**src/rtl/mem_bus_arbiter.sv**
```systemverilog
// mem_bus_arbiter
//
// Grants one of NUM_CH requesters ownership of the shared memory bus and
// drives the owner's address/write controls onto the bus registers. Two
// arbitration modes are available: fixed owner (selected by i_ownerSel) and
// round-robin with a per-owner burst quota. Every ownership change passes
// through an undriven turnaround phase so two masters never drive the pads
// in consecutive cycles. Accepted addresses are decoded into an external
// SRAM enable (below MAP_BASE) or a memory-mapped register enable.
//
// Ports:
//   i_clk           clock
//   i_rstn          synchronous active-low reset
//   i_reqAddr       per-channel address, channel c in [c*ADDR_W +: ADDR_W]
//   i_reqWr         per-channel write flag
//   i_reqEn         per-channel access request
//   i_arbMode       0 = fixed owner, 1 = round-robin
//   i_ownerSel      owner in fixed mode (values >= NUM_CH release the bus)
//   i_disableDrive  external contention guard, forces the pads undriven
//   o_grant         one-hot registered owner, zero when there is no owner
//   o_ack           per-channel pulse, the access was accepted this cycle
//   o_memAddr       registered bus address
//   o_memWr         registered bus write flag
//   o_memExtEn      registered external SRAM enable
//   o_memMapEn      registered memory-mapped register enable
//   o_memDriveEn    tristate enable for the bus pads
module mem_bus_arbiter #(
    parameter int                NUM_CH    = 3,
    parameter int                ADDR_W    = 16,
    parameter logic [ADDR_W-1:0] MAP_BASE  = 16'hC000,
    parameter int                TURN_CYC  = 1,
    parameter int                MAX_BURST = 8
) (
    input  logic                      i_clk,
    input  logic                      i_rstn,
    input  logic [NUM_CH*ADDR_W-1:0]  i_reqAddr,
    input  logic [NUM_CH-1:0]         i_reqWr,
    input  logic [NUM_CH-1:0]         i_reqEn,
    input  logic                      i_arbMode,
    input  logic [$clog2(NUM_CH)-1:0] i_ownerSel,
    input  logic                      i_disableDrive,
    output logic [NUM_CH-1:0]         o_grant,
    output logic [NUM_CH-1:0]         o_ack,
    output logic [ADDR_W-1:0]         o_memAddr,
    output logic                      o_memWr,
    output logic                      o_memExtEn,
    output logic                      o_memMapEn,
    output logic                      o_memDriveEn
);

    localparam int                OWN_W          = $clog2(NUM_CH);
    localparam int                SEL_W          = OWN_W + 1;
    localparam logic [SEL_W-1:0]  CH_LIMIT       = SEL_W'(NUM_CH);
    localparam logic [OWN_W-1:0]  LAST_CH        = OWN_W'(NUM_CH - 1);
    localparam logic [2:0]        TURN_LOAD_IDLE = 3'(TURN_CYC - 1);
    localparam logic [2:0]        TURN_LOAD_EXIT = 3'(TURN_CYC);
    localparam logic [7:0]        BURST_MAX      = 8'(MAX_BURST);

    typedef enum logic [1:0] {
        IDLE,
        TURN,
        OWN
    } ArbState;

    ArbState             stateQ, stateD;
    logic [OWN_W-1:0]    ownerQ, ownerD;
    logic [2:0]          cntQ, cntD;
    logic [OWN_W-1:0]    rrPtrQ, rrPtrD;
    logic [7:0]          burstQ, burstD;
    logic [NUM_CH-1:0]   grantQ, grantD;
    logic [ADDR_W-1:0]   memAddrQ, memAddrD;
    logic                memWrQ, memWrD;
    logic                memExtQ, memExtD;
    logic                memMapQ, memMapD;

    logic                ownerValid;
    logic                otherReq;
    logic                quotaBlock;
    logic                accept;
    logic [OWN_W-1:0]    nextAfterOwner;
    logic [OWN_W:0]      idleHit;
    logic [OWN_W:0]      rotHit;

    // Cyclic search for the first set request at or after 'start'.
    // Result MSB flags a hit, the low bits carry the channel index.
    function automatic logic [OWN_W:0] findReq(input logic [NUM_CH-1:0] req,
                                               input int start);
        logic [OWN_W:0] res;
        res = '0;
        for (int k = NUM_CH - 1; k >= 0; k--) begin
            if (req[(start + k) % NUM_CH]) begin
                res = {1'b1, OWN_W'((start + k) % NUM_CH)};
            end
        end
        return res;
    endfunction

    // Acceptance and arbitration helpers. The quota block stops an owner
    // that has used its round-robin burst from taking one more access while
    // the rotation away from it is being decided.
    always_comb begin
        ownerValid     = ({1'b0, i_ownerSel} < CH_LIMIT);
        otherReq       = |(i_reqEn & ~grantQ);
        quotaBlock     = i_arbMode && (burstQ == BURST_MAX) && otherReq;
        accept         = (|(grantQ & i_reqEn)) && !i_disableDrive && !quotaBlock;
        nextAfterOwner = (ownerQ == LAST_CH) ? '0 : ownerQ + 1'b1;
        idleHit        = findReq(i_reqEn, int'(rrPtrQ));
        rotHit         = findReq(i_reqEn & ~grantQ, int'(nextAfterOwner));
    end

    // Bus register next values: load the owner's access on acceptance,
    // otherwise drop the enables and hold address/write.
    always_comb begin
        memAddrD = memAddrQ;
        memWrD   = memWrQ;
        if (accept) begin
            memAddrD = i_reqAddr[int'(ownerQ)*ADDR_W +: ADDR_W];
            memWrD   = i_reqWr[ownerQ];
        end
        memExtD = accept && (memAddrD < MAP_BASE);
        memMapD = accept && !(memAddrD < MAP_BASE);
    end

    // Ownership FSM next state. Leaving OWN loads one extra turnaround count
    // so the outgoing owner's pads get a full undriven cycle before the
    // normal turnaround gap begins.
    always_comb begin
        stateD = stateQ;
        ownerD = ownerQ;
        cntD   = cntQ;
        rrPtrD = rrPtrQ;
        burstD = burstQ;
        grantD = grantQ;
        unique case (stateQ)
            IDLE: begin
                grantD = '0;
                if (!i_arbMode) begin
                    if (ownerValid) begin
                        stateD = TURN;
                        ownerD = i_ownerSel;
                        cntD   = TURN_LOAD_IDLE;
                    end
                end else if (idleHit[OWN_W]) begin
                    stateD = TURN;
                    ownerD = idleHit[OWN_W-1:0];
                    cntD   = TURN_LOAD_IDLE;
                end
            end
            TURN: begin
                grantD = '0;
                if (cntQ == 3'd0) begin
                    stateD = OWN;
                    grantD = {{(NUM_CH-1){1'b0}}, 1'b1} << ownerQ;
                    burstD = '0;
                end else begin
                    cntD = cntQ - 3'd1;
                end
            end
            OWN: begin
                if (accept && (burstQ != BURST_MAX)) begin
                    burstD = burstQ + 8'd1;
                end
                if (!i_arbMode) begin
                    if (!ownerValid) begin
                        stateD = IDLE;
                        grantD = '0;
                    end else if (i_ownerSel != ownerQ) begin
                        stateD = TURN;
                        ownerD = i_ownerSel;
                        cntD   = TURN_LOAD_EXIT;
                        grantD = '0;
                    end
                end else if (rotHit[OWN_W] && (!i_reqEn[ownerQ] || (burstQ == BURST_MAX))) begin
                    stateD = TURN;
                    ownerD = rotHit[OWN_W-1:0];
                    cntD   = TURN_LOAD_EXIT;
                    rrPtrD = nextAfterOwner;
                    grantD = '0;
                end
            end
            default: begin
                stateD = IDLE;
                grantD = '0;
            end
        endcase
    end

    // State and bus registers with synchronous active-low reset.
    always_ff @(posedge i_clk) begin
        if (!i_rstn) begin
            stateQ   <= IDLE;
            ownerQ   <= '0;
            cntQ     <= '0;
            rrPtrQ   <= '0;
            burstQ   <= '0;
            grantQ   <= '0;
            memAddrQ <= '0;
            memWrQ   <= 1'b0;
            memExtQ  <= 1'b0;
            memMapQ  <= 1'b0;
        end else begin
            stateQ   <= stateD;
            ownerQ   <= ownerD;
            cntQ     <= cntD;
            rrPtrQ   <= rrPtrD;
            burstQ   <= burstD;
            grantQ   <= grantD;
            memAddrQ <= memAddrD;
            memWrQ   <= memWrD;
            memExtQ  <= memExtD;
            memMapQ  <= memMapD;
        end
    end

    assign o_grant      = grantQ;
    assign o_ack        = accept ? grantQ : '0;
    assign o_memAddr    = memAddrQ;
    assign o_memWr      = memWrQ;
    assign o_memExtEn   = memExtQ;
    assign o_memMapEn   = memMapQ;
    assign o_memDriveEn = (stateQ == OWN) && !i_disableDrive;

endmodule
```
**config.mk**
```make
export PLATFORM = sky130hd
export DESIGN_NAME = mem_bus_arbiter
export DESIGN_NICKNAME = d
export VERILOG_FILES = /design/src/rtl/mem_bus_arbiter.sv
export SDC_FILE = /design/constraint.sdc
export NUM_CORES = 1
export LEC_CHECK = 0
export ABC_AREA = 1
export ABC_CLOCK_PERIOD_IN_PS = 3100
export CAP_MARGIN = 15
export CELL_PAD_IN_SITES_DETAIL_PLACEMENT = 0
export CELL_PAD_IN_SITES_GLOBAL_PLACEMENT = 2
export CORE_ASPECT_RATIO = 1.5
export CORE_MARGIN = 4
export CORE_UTILIZATION = 26
export DETAILED_ROUTE_END_ITERATION = 8
export GPL_TIMING_DRIVEN = 0
export PLACE_DENSITY_LB_ADDON = 0.1
export SLEW_MARGIN = 20
export SYNTH_ARGS = -nofsm -noshare
export SYNTH_HDL_FRONTEND = slang
export SYNTH_SLANG_ARGS = --single-unit
export TNS_END_PERCENT = 1
```
**constraint.sdc**
```tcl
create_clock -name i_clk -period 3.1 [get_ports i_clk]
set_input_delay 0.775 -clock i_clk [delete_from_list [all_inputs] [get_ports i_clk]]
set_output_delay 0.775 -clock i_clk [all_outputs]
set_load 0.02 [all_outputs]
```
==> results of run 1 <==
## sequential cells by signal, summed over array words and instances (netlist names)
name        cells
cntQ            3
stateQ          2
o_memWr         1
o_memExtEn      1
burstQ          8
o_memMapEn      1
o_grant         3
ownerQ          2
rrPtrQ          2
o_memAddr      16
## stage by stage
step	utilization	std cells
floorplan	-	425
global placement	0.364	627
detailed placement	0.364	627
CTS	0.379	636
global route	0.378	636
finish	0.378	636
## worst paths after layout
check              end  slack (ps)  cells after the start
max           o_ack[1]         100                      9
min            cntQ[1]         460                      2
max reg2reg  stateQ[0]        1250                     13
min reg2reg    cntQ[1]         460                      2
## final cells by class
| cell class | instances | area share |
|---|---|---|
| Sequential cell | 39 | 0.204 |
| Clock buffer | 5 | 0.0326 |
| Clock inverter | 3 | 0.00392 |
| Tap cell | 117 | 0.0382 |
| Inverter | 49 | 0.0496 |
| Buffer | 14 | 0.0222 |
| Multi-Input combinational cell | 323 | 0.431 |
| Timing Repair Buffer | 86 | 0.219 |
## layout by cell type (no fill, tap or decap), drive strengths merged, types with 13 or more instances in the layout
master         count
a211oi            16
a21oi             25
buf               13
clkdlybuf4s50     78
dfxtp             39
inv               47
nand2            140
nand3             26
nor2              55
o21ai             29
## power breakdown
part | total [mW] | internal [mW] | switching (mW)
registers | 0.633 | 0.577 | 0.0562
logic | 1.21 | 0.451 | 0.762
clock network | 0.519 | 0.294 | 0.225
total | 2.37 | 1.32 | 1.04
## repair_timing
item	4_1_cts	5_1_grt
resized for setup	16	8
hold buffers	0	0
endpoints found under the setup margin	3	3
buffers inserted	1	0
## per-layer routing
metal / wire, µm / part of all wire
met4: 145 / 0.015
met1: 3750 / 0.40
met2: 5070 / 0.54
met3: 383 / 0.041
met5: 0 / 0
## worst max-delay path, delay by kind of cell
family	cells	cell delay (ps)
and+or+nand+nor	2	160
AOI/OAI and AO/OA	1	170
buffers and inverters	6	1120
## cells by family (layout without fill, tap and decap cells)
family,count (synthesis),count (layout),synth area share
compound gates,75,75,0.179
xor+xnor,3,3,0.00976
fa+ha+maj,10,10,0.0465
buf+inv,63,157,0.102
flops,39,39,0.290
simple gates,235,235,0.372
==> metrics, run 1 <==
status finished clean; die area 12100 µm²; PwrDens 617 nW/µm²; TritonRoute pass-1 iters 5; Critical Path End Type output port; RSZ-0062 raised after global routing false; Setup Skew 5.48 ps; Hold Violations, Final 0; M1 GR Usage 0.167; Slew headroom 0.607; total grt overflow 0; Initial Util 0.266; cell accounting for the most synthesized area dfxtp_1; I/O pins 86; setup ws final 102 ps; hold_ws 463 ps; CP startpoint kind input port; fillcell total 1122; Slowest-stage cell, CP clkdlybuf4s50_1; final instance area 3830 µm²; delay of the slowest critical-path stage 440 ps; layout cells sized above 1 0.116; Chip Height 133 µm; DRT iter0 DRCs 93; Root Driver clkbuf_16; Worst VDD drop 0.228 mV; Tcrit/Tclk final 0.967; synthesis-to-finish area growth 42.4%; Post-Syn Nets 495; sequential area share after synthesis 0.290; vias per cell 4.57; max cap viols 0; CTS tree done; Worst Path Class, Setup input port to output port; maximum operating frequency 334 MHz; routed len/inst 14.7 µm; maximum number of pins on one net before global-route repair 13; routed vias 2904; Setup violations, final 0; M2 GR Usage 0.302; area of the multi-input gates 1650 µm²; GRT Util Overall 0.158; top-count cell post-synth nand2_1; Setup TNS 0 ps; core area 10100 µm²; Seq. cell area 781 µm²; total CTS buffers 5; Placed Area 3690 µm²; clk sinks 39; Critical Path AT 2220 ps; top cell type's share of synthesized area 0.290; Detailed Place HPWL 7340 µm; DRT antenna net count 0; Worst EP required 2320 ps; cell repeated most along the worst path buf_6; final worst path period need 3000 ps; top cells by area, synth dfxtp_1 (29%), nand2_1 (19%), nor2_1 (7.4%); Post-Route WL 9360 µm; CP cell instances clkdlybuf4s50_1 > inv_1 > nand2_2 > a31oi_4 > buf_6 > inv_6 > buf_6 > nor2_1 > clkdlybuf4s15_2; total power draw 2.37 mW; Clock Tree Buf Depth 2; Worst Hold Launch cntQ[1]; first-pass GRT wire length 14900 µm; Slew @ Worst Pin 588 ps; synth cell count leaders nand2_1 (134), nor2_1 (53), dfxtp_1 (39), inv_1 (39), o21ai_0 (26); Layout Nets 588; FF+latch count, synth 39; # rows 45; pins over their slew limit 0; Worst-Skew Late Latency 290 ps; Leakage 1.68 nW; post-synthesis area per instance 6.33 µm²; vias in the first global route 2936; Port Buffers 85; CTS clock-pin slew for the worst setup and hold paths 60 ps; met3 usage in global routing 0.0364; DRC Markers 0; Die Wd 91.1 µm; Post-synth EDFFs 0; H-Tree Depth 2; worst slack, placed -682 ps; gr busiest metal met2; Ant. Diodes 0; Final Wtd Congestion 0.809; worst r2r src rrPtrQ[0]; synth warn 0; Synth Flop Type dfxtp_1; Hold Crit Class flop to flop; Async SR Flop Fraction 0; Syn Inst Count 425; library cells used by synthesis 35; worst setup path startpoint i_disableDrive; CP max FO 10; antenna violations before repair 0; Post-Syn Area 2690 µm²
Power figures use the tool's default switching activity.
==> run 2, diff against run 1 <==
--- a/config.mk
+++ b/config.mk
@@ -15,7 +15,7 @@
 export CORE_UTILIZATION = 26
 export DETAILED_ROUTE_END_ITERATION = 8
 export GPL_TIMING_DRIVEN = 0
-export PLACE_DENSITY_LB_ADDON = 0.1
+export PLACE_DENSITY = 0.89
 export SLEW_MARGIN = 20
 export SYNTH_ARGS = -nofsm -noshare
 export SYNTH_HDL_FRONTEND = slang
==> run 2 against run 1 <==
Against the previous run: core utilization is essentially flat; critical path depth is the same; critical path type unchanged; worst setup slack gained 48 ps; cell count is the same; clock power grew 2%; clock skew grew 0.63 ps; final area is essentially flat; die area is the same; first-iteration DRC count grew 3.2%.
==> metrics, run 2 (synthesis gave the netlist of run 1 again) <==
CTS clock-pin slew for the worst setup and hold paths 60 ps; maximum operating frequency 339 MHz; first-pass GRT wire length 14400 µm; total power draw 2.37 mW; maximum number of pins on one net before global-route repair 14; Hold Crit Class flop to flop; routed vias 2976; Slew @ Worst Pin 523 ps; die area 12100 µm²; DRT iter0 DRCs 96; Setup violations, final 0; fillcell total 1125; Ant. Diodes 0; routed len/inst 14.0 µm; total CTS buffers 5; Port Buffers 85; Largest register FFs 16; Setup Skew 6.11 ps; GRT Util Overall 0.148; vias per cell 4.68; layout cells sized above 1 0.110; Clock Tree Buf Depth 2; H-Tree Depth 2; setup ws final 151 ps; Slew headroom 0.651; Worst Path Class, Setup input port to output port; I/O pins 86; RSZ-0062 raised after global routing false; most frequent cells in the layout nand2_1 (133), clkdlybuf4s50_1 (78), nor2_1 (53); Final Wtd Congestion 0.838; # rows 45; final instance area 3830 µm²; worst r2r src rrPtrQ[0]; status finished clean; Critical Path AT 2170 ps; clk sinks 39; TritonRoute pass-1 iters 4; Root Driver clkbuf_16; Leakage 1.68 nW; Placed Area 3690 µm²; final worst path period need 2950 ps; Post-Route WL 8910 µm; core area 10100 µm²; total grt overflow 0; utilization after layout 0.378; worst setup path startpoint i_disableDrive; FF-to-FF path depth 13; antenna violations before repair 0; Die Wd 91.1 µm; area of the multi-input gates 1640 µm²; worst slack, placed -630 ps; Setup TNS 0 ps; vias in the first global route 2961; Worst Hold Launch cntQ[0]; Initial Util 0.266; Worst EP required 2320 ps; CP max FO 10; Worst-Skew Late Latency 280 ps; Tcrit/Tclk final 0.951; most common cell after layout, fill and taps aside nand2_1; CP startpoint kind input port; DRC Markers 0; Hold Crit Depth 2; PwrDens 618 nW/µm²; pins over their slew limit 0; Critical Path End Type output port; synthesis-to-finish area growth 42.3%; Layout Nets 588; Chip Height 133 µm; Worst VDD drop 0.232 mV; Hold Violations, Final 0; max cap viols 0; CTS tree done; Detailed Place HPWL 7190 µm; Seq. cell area 781 µm²; DRT antenna net count 0
==> run 2: changes by cell type in the layout (fill, tap and decap cells not counted) <==
cell	change
buf_2	+1
clkbuf_2	-1
clkbuf_8	+1
clkdlybuf4s15_1	+2
clkdlybuf4s15_2	-2
clkinv_2	-2
inv_6	+1
nand3_1	+1
nand3_4	-1
==> run 2: through the flow <==
stage,hold slack (ps),cells
2_1_floorplan,441,425
3_3_place_gp,450,627
3_5_place_dp,458,627
4_1_cts,466,636
5_1_grt,494,636
6_report,461,636
==> run 2: final cells by class <==
type                            count  share of cell area
Multi-Input combinational cell    323               0.428
Timing Repair Buffer               86               0.219
Sequential cell                    39               0.204
Inverter                           49              0.0497
Tap cell                          117              0.0382
Clock buffer                        6              0.0363
Buffer                             14              0.0222
Clock inverter                      2             0.00359
==> run 2: timing repair <==
action                     in CTS  in global routing
resized for setup              14                  7
setup endpoints to repair       3                  3
pin swaps                       1                  0
setup buffers                   1                  0
hold buffers                    0                  0
==> run 2: layer usage <==
metal / global-route usage / vias to the layer above / share of wire
li1: - / 1560 / -
met1: 0.167 / 1346 / 0.41
met2: 0.283 / 57 / 0.54
met3: 0.0205 / 13 / 0.032
met4: 0.0470 / 0 / 0.018
met5: 0 / - / 0
==> run 2: final timing paths <==
path	to	slack, ps
max reg2reg	cntQ[2]	1270
min reg2reg	cntQ[0]	460
min	cntQ[0]	460
max	o_ack[2]	150
==> run 2: power by group <==
part / leakage [nW] / switching (mW) / internal, mW
combinational: 1.29 / 0.752 / 0.450
clock: 0.0772 / 0.208 / 0.321
sequential: 0.316 / 0.0577 / 0.577
==> run 2: worst max-delay path, stage by stage <==
cell	delay, ps
clkdlybuf4s50_1	440
inv_1	90
nand2_2	70
a31oi_4	170
buf_6	140
inv_6	50
buf_6	150
nor2_1	90
buf_2	180
==> run 3, diff against run 2 <==
--- a/config.mk
+++ b/config.mk
@@ -14,7 +14,6 @@
 export CORE_MARGIN = 4
 export CORE_UTILIZATION = 26
 export DETAILED_ROUTE_END_ITERATION = 8
-export GPL_TIMING_DRIVEN = 0
 export PLACE_DENSITY = 0.89
 export SLEW_MARGIN = 20
 export SYNTH_ARGS = -nofsm -noshare
==> run 3 against run 2 <==
Against the previous run: total power shrank 2.3%; highest routed layer unchanged; worst hold slack gained 4.6 ps; flip-flop and latch count is the same; critical path depth shrank 1; sequential share of layout area is essentially flat; largest power group unchanged; critical path type unchanged; first-iteration DRC count grew 36%; clock power shrank 5.5%; combinational power is essentially flat; register-to-register slack lost 150 ps; cell count shrank 0.47%; final area grew 0.20%.
==> metrics, run 3 (synthesis gave the netlist of run 1 again) <==
status finished clean; Initial Util 0.266; synthesis-to-finish area growth 42.6%; routed vias 2941; vias in the first global route 3011; Clock Tree Buf Depth 2; Hold Crit Class flop to flop; TritonRoute pass-1 iters 5; antenna violations before repair 0; Slew headroom 0.476; maximum number of pins on one net before global-route repair 24; Hold Crit Depth 2; Critical Path AT 2210 ps; Detailed Place HPWL 6950 µm; PwrDens 603 nW/µm²; Resize count post-CTS 3; Port Buffers 85; most common cell after layout, fill and taps aside nand2_1; Leakage 1.67 nW; Layout Nets 586; CP max FO 4; core area 10100 µm²; Worst EP required 2320 ps; Largest register FFs 16; CTS tree done; die area 12100 µm²; Worst Path Class, Setup input port to output port; layout cells sized above 1 0.101; Slew @ Worst Pin 785 ps; Ant. Diodes 0; Post-Route WL 8790 µm; H-Tree Depth 2; final worst path period need 2990 ps; RSZ-0062 raised after global routing false; Setup violations, final 0; CTS Hold Buffers Added 0; Final Wtd Congestion 0.837; Chip Height 133 µm; FF-to-FF path depth 8; GRT Util Overall 0.152; Root Driver clkbuf_16; most frequent cells in the layout nand2_1 (134), clkdlybuf4s50_1 (82), nor2_1 (53); vias per cell 4.65; first-pass GRT wire length 14900 µm; Hold Violations, Final 0; max cap viols 0; CP startpoint kind input port; Setup Skew 3.88 ps; Die Wd 91.1 µm; pins over their slew limit 0; DRT iter0 DRCs 131; CTS clock-pin slew for the worst setup and hold paths 60 ps; total grt overflow 0; post-CTS setup buffer count 0; maximum operating frequency 334 MHz; hold_ws 466 ps; I/O pins 86; clk sinks 39; total CTS buffers 5; Critical Path End Type output port; fillcell total 1115; # rows 45; DRT antenna net count 0; routed len/inst 13.9 µm; Worst-Skew Late Latency 280 ps; Worst VDD drop 0.235 mV; Tcrit/Tclk final 0.964; DRC Markers 0; utilization after layout 0.379
[run 3: changes by cell type in the layout (fill, tap and decap cells not counted), moves of 2 or more]
cell | previous run | this run
buf_6 | 3 | 0
buf_2 | 10 | 0
buf_4 | 1 | 13
clkbuf_1 | 3 | 0
clkdlybuf4s50_1 | 78 | 82
clkbuf_2 | 2 | 0
[run 3: through the flow]
stage	cells	setup TNS, ps	setup slack [ps]	total power [mW]	area [µm²]
2_1_floorplan	425	0	523	1.46	2690
3_3_place_gp	626	-435	-148	1.83	3700
3_5_place_dp	626	-499	-168	1.83	3700
4_1_cts	633	0	104	2.34	3840
5_1_grt	633	0	11.2	2.54	3840
6_report	633	0	110	2.31	3840
[run 3: path summary, 6_finish.rpt]
kind / startpoint / to / slack (ps)
worst max register to register: ownerQ[1] / o_memMapEn / 1120
worst min register to register: burstQ[5] / burstQ[5] / 470
worst max-delay path: i_reqEn[1] / o_ack[2] / 110
worst min-delay path: burstQ[5] / burstQ[5] / 470
[run 3: power breakdown]
group | leakage, nW | total [mW] | switching, mW | internal [mW]
clock | 0.0696 | 0.500 | 0.207 | 0.294
combinational | 1.29 | 1.17 | 0.732 | 0.438
sequential | 0.316 | 0.642 | 0.0652 | 0.577
[run 3: final cells by class]
| type | instances | area, µm² | area share |
|---|---|---|---|
| clock inverter | 2 | 13.8 | 0.00359 |
| sequential | 39 | 781 | 0.203 |
| clock buffer | 5 | 125 | 0.0326 |
| multi-input combinational | 323 | 1640 | 0.426 |
| timing repair buffer | 98 | 946 | 0.246 |
| inverter | 49 | 190 | 0.0496 |
| tap | 117 | 146 | 0.0381 |
[run 3: routing by layer]
layer  GRT usage  wire [µm]  vias to the layer above
met5           0          0                        -
met4      0.0529        187                        0
met3      0.0239        266                       13
met2       0.294       4850                       53
met1       0.164       3490                     1316
li1            -          -                     1559
[run 3: worst max-delay path, stage by stage]
cell	delay [ps]
clkdlybuf4s50_1	520
nand2_1	70
nand3_1	110
nand2_2	80
a31oi_4	220
inv_6	50
nor2_1	70
dlygate4sd2_1	330
